**config.mk**
```make
export PLATFORM = sky130hd
export DESIGN_NAME = block_config_latches_unit
export DESIGN_NICKNAME = d
export VERILOG_FILES = /design/src/rtl/block_config_latches_unit.sv
export SDC_FILE = /design/constraint.sdc
export NUM_CORES = 1
export LEC_CHECK = 0
export BUFFER_PORTS_ARGS = -buffer_cell sky130_fd_sc_hd__buf_2
export CAP_MARGIN = 15
export CORE_ASPECT_RATIO = 1.2
export CORE_MARGIN = 2
export CORE_UTILIZATION = 43
export DETAILED_ROUTE_END_ITERATION = 16
export PLACE_DENSITY = 0.71
export SLEW_MARGIN = 20
export SYNTH_ARGS = -nofsm -noshare
export SYNTH_HDL_FRONTEND = slang
export SYNTH_SLANG_ARGS = --single-unit
```
**constraint.sdc**
```tcl
create_clock -name cclk -period 1.2 [get_ports cclk]
set_clock_uncertainty 0.1 [all_clocks]
set_input_delay 0.18 -clock cclk [delete_from_list [all_inputs] [get_ports cclk]]
set_output_delay 0.18 -clock cclk [all_outputs]
set_load 0.1 [all_outputs]
```
**src/rtl/block_config_latches_unit.sv**
```systemverilog
// Truth-table storage and read mux for one LUT element.
// The table is filled from the configuration bus, either whole or in chunks shifted in from the top.
module block_config_latches_unit #(
  parameter int ADDR_BITS    = 4,
  parameter int MEM_SIZE     = 2**ADDR_BITS,
  parameter int CONFIG_WIDTH = MEM_SIZE
) (
  input  logic                    cclk,
  input  logic                    cresetn,
  input  logic                    cen,
  input  logic [CONFIG_WIDTH-1:0] config_in,
  input  logic [ADDR_BITS-1:0]    addr,
  output logic                    out
);

  logic [MEM_SIZE-1:0] r_mem;

  generate
    if (CONFIG_WIDTH == MEM_SIZE) begin : g_full
      always_ff @(posedge cclk) begin
        if (!cresetn)
          r_mem <= '0;
        else if (cen)
          r_mem <= config_in;
      end
    end else begin : g_shift
      // Newest chunk enters at the top, so the first chunk of a complete load ends up in the low bits.
      always_ff @(posedge cclk) begin
        if (!cresetn)
          r_mem <= '0;
        else if (cen)
          r_mem <= {config_in, r_mem[MEM_SIZE-1:CONFIG_WIDTH]};
      end
    end
  endgenerate

  assign out = r_mem[addr];

endmodule

```
# Word-level counts from Yosys, hierarchy flattened

Index checks and enable logic that the tools add are counted.

Register bits after elaboration: 16
Bits of input ports: 23
Output and inout port bits: 1
Logic and storage cells: 4

Magnitude comparators: 1
Multiplexer cells: 2

Operators by type and width:

| cell                 | count |
|---|---|
| $lt A4 B5 Y1 const B | 1 |
| $bmux W1 S4          | 1 |
| $mux W1              | 1 |

# Depth between registers and ports, before layout

Depth in word-level cells: 2
Gate-level depth with buffers: 4
Depth with buffers taken out: 3

# Worst setup path after synthesis

OpenSTA, ideal clock, no wires.

Path type: register -> output
Start point: reg r_mem[13]
End point: out out
Arrival time: 2.125 ns
Required time: 0.920 ns
Path slack: -1.205 ns
Stages on the path, launching flop included: 4
Buffers on the path: 0
Path through: dfxtp_1 -> mux4_1 -> mux2i_1 -> mux2i_1

Cells in the longest elaborated chain, start to end: 2

RTL lines:

| element                       | RTL line | source |
|---|---|---|
| start: declaration            | 16       | `logic [MEM_SIZE-1:0] r_mem;` |
| start signal: assignment      | 24       | `r_mem <= config_in;` |
| $bmux W1 S4                   | 37       | `assign out = r_mem[addr];` |
| $mux W1 (implied by the code) | 37       |  |
| end: declaration              | 13       | `output logic out` |

Every way passes these cells. The select of a mux whose other input is x is not followed.

# Worst setup path after layout

Start point: reg r_mem[15]
End point: out out

Same word-level chain as after synthesis.

==> results by group <==
Finish
  • Number of flip-flops in the largest register: 16
  • Fill cells: between 100 and 150
  • Core Util, Final: 0.589
  • N_diodes: 0
  • Largest regs: r_mem (16)
  • Syn-to-layout area delta: 30.4%
  • Register name with the most flops: r_mem
  • Fin nets: about 110
  • Finished Layout Cells: around 110
  • Area of the multi-input gates: between 400 and 500 sq um
  • Share of post-route cells with drive strength above 1: 0.460
  • Register area: 322 sq um

Timing
  • Final min period: approximately 1900 ps
  • Worst-Margin Slew: between 200 and 250 ps
  • Final hold violations: 0
  • Fin worst setup slack: -661 ps
  • Slew headroom: 0.855
  • # setup viols final: 1
  • Slew Viols, Final: 0
  • Fin crit share: 1.55
  • Peak Freq: 0.537 GHz
  • RSZ-0062 raised after global routing: yes

GRT
  • Overall Global Routing Usage: 0.138
  • Largest net degree at the start of global routing: 17
  • Antenna violations before repair: 0
  • GRT Residual Overflow: 0
  • Global-route wire length before repair: about 2200 um
  • Number of global-route vias before repair: between 500 and 600

Critical path
  • Critical Path AT: between 1500 and 2000 ps
  • Worst-path cell chain: mux4_2, mux2i_2, mux2i_4, buf_12
  • FF-to-FF path depth: 3
  • Setup Crit Path Kind: flip-flop to primary output
  • Worst path slowest cell: mux4_2
  • Required time worst endpoint: a little over 900 ps
  • CP max FO: 2
  • Critical Path End Type: primary output
  • Reg-to-reg startpoint: r_mem[4]$_SDFFE_PN0P_
  • Flop2flop setup slack: between 300 and 400 ps
  • RR Endpoint: r_mem[4]$_SDFFE_PN0P_
  • Worst setup SP type: flip-flop
  • Delay-heaviest family, CP: multiplexers
  • WP buf/inv: 1
  • Slowest stage delay, CP: 470 ps

Clock tree
  • Later-pin clock latency in the skew report: around 270 ps
  • Clk slew on worst S/H paths: 90 ps
  • TritonCTS clock tree: yes
  • Worst-case clock buffer depth: 2
  • CTS Root Cell: clkbuf_4
  • Sink Count: 16
  • H-tree levels: 1
  • Post-CTS setup buffers: 0
  • TritonCTS Buffers: 3

Power and ir drop
  • Peak supply drop: around 0.64 mV
  • Power per cell area: 1120 nW/um^2
  • Tot Pwr: roughly 1100 uW
  • Pleak: 0.000438 uW

Route
  • # DRC: 0
  • Router iterations before antenna repair: 2
  • Vias per inst: ~4.9
  • DR iter-0 viols: 3
  • Routed wire per std cell: around 12 um
  • Post-Route WL: approximately 1200 um
  • Antenna-violating nets left: 0
  • Via count: 518

Hold path
  • Worst hold path type: input port to flip-flop
  • Hold path cells: 3
  • Hold endpoint: r_mem[15]$_SDFFE_PN0P_
  • Hold path startpoint: config_in[15]

Synth
  • Net Count, Synth: slightly above 80
  • Seq cells post-synth: 16
  • Netlist Area Pre-Place: around 730 sq um
  • Mapped Cells: 58
  • Commonest cells in the netlist: mux2i_1, dfxtp_1, nor2b_1
  • Count leader, synth: mux2i_1
  • Yosys top cell area share: 0.438
  • Area contributors post-synth: dfxtp_1, mux2i_1, mux4_1, nor2b_1, buf_4
  • Top cell type by total area after synthesis: dfxtp_1
  • Primary FF master, synth: dfxtp_1
  • Register area share after synthesis: 0.438
  • Number of synthesized flops with an enable pin: 0
  • Distinct cells, synth: 7
  • Yosys warns: 0
  • Asr flop ratio synth: 0
  • Syn Area/Cell: between 10 and 15 sq um

Placed design
  • # placed instances: between 100 and 150
  • DP Wirelength: 939 um
  • Routability cong.: roughly 0.69
  • Port Buffer Count: 23

Status
  • Status: complete, but fails checks
  • Failing checks: setup timing

Die
  • Top-level I/O count: 24
  • Die Area: about 2000 sq um
  • Starting density of the core: 0.451
  • Chip Width: around 42 um
  • Core area: 1620 sq um
  • Vert. Die Dim: 49.2 um
  • Row cnt: 16

Job
  • Max Cap Viol: 0
-- worst max-delay path by stage --
stage	from	end	slack [ps]	cells past startpoint
2_1_floorplan	r_mem[1]$_SDFFE_PN0P_	out	-320	3
3_3_place_gp	addr[0]	out	-550	5
3_5_place_dp	addr[0]	out	-600	5
4_1_cts	r_mem[15]$_SDFFE_PN0P_	out	-680	4
5_1_grt	r_mem[15]$_SDFFE_PN0P_	out	-710	4
6_report	r_mem[15]$_SDFFE_PN0P_	out	-660	4
-- logic make-up after synthesis --
kind of cell | share of synthesized area
buffers and inverters | 0.0222
and+or+nand+nor | 0.137
muxes | 0.403
DFF | 0.438
-- routing by layer --
layer / routed length [um] / global-route usage
met1: 554 / 0.160
met2: 614 / 0.234
met3: 48 / 0.0222
met4: 14 / 0.0806
met5: 0 / 0
-- where the power goes --
part / total, uW / internal (uW) / leakage, uW / switching, uW
clock network: 262 / 116 / 0.0000138 / 146
registers: 579 / 563 / 0.000133 / 16.1
logic: 228 / 129 / 0.000291 / 99.1
total: 1070 / 808 / 0.000438 / 261
-- worst reg2reg max path, cell delays in order (launching register included) --
cell and delay [ps]:
dfxtp_1 320, buf_4 120, mux2i_1 130, nor2b_1 70
-- placed cells by master, fill, tap and decap left out --
cell type  count
mux2i_1       16
mux2i_2        2
mux2i_4        1
dfxtp_2        1
clkbuf_4       3
buf_2         22
dfxtp_1       15
buf_4          5
mux4_2         4
nor2b_1       16
buf_12         2
-- repair_timing --
item / in CTS / in global routing
pin swaps: 0 / 0
setup endpoints to repair: 1 / 1
hold buffers: 0 / 0
hold endpoints to repair: 0 / 0
gates resized for setup: 6 / 0
gates cloned: 0 / 0
-- stage by stage --
stage / area, sq um / setup TNS, ps / hold slack (ps) / setup slack [ps]
2_1_floorplan: 733 / -321 / 208 / -321
3_5_place_dp: 912 / -597 / 346 / -597
6_report: 955 / -661 / 59.5 / -661
3_3_place_gp: 912 / -554 / 335 / -554
5_1_grt: 955 / -707 / 61.4 / -707
4_1_cts: 955 / -682 / 50.3 / -682
-- layout make-up --
class | instances | area share
clock buffers | 3 | 0.0236
flip-flops and latches | 16 | 0.337
repair buffers | 29 | 0.197
well taps | 18 | 0.0236
multi-input cells | 39 | 0.419
Power figures use the tool's default switching activity.
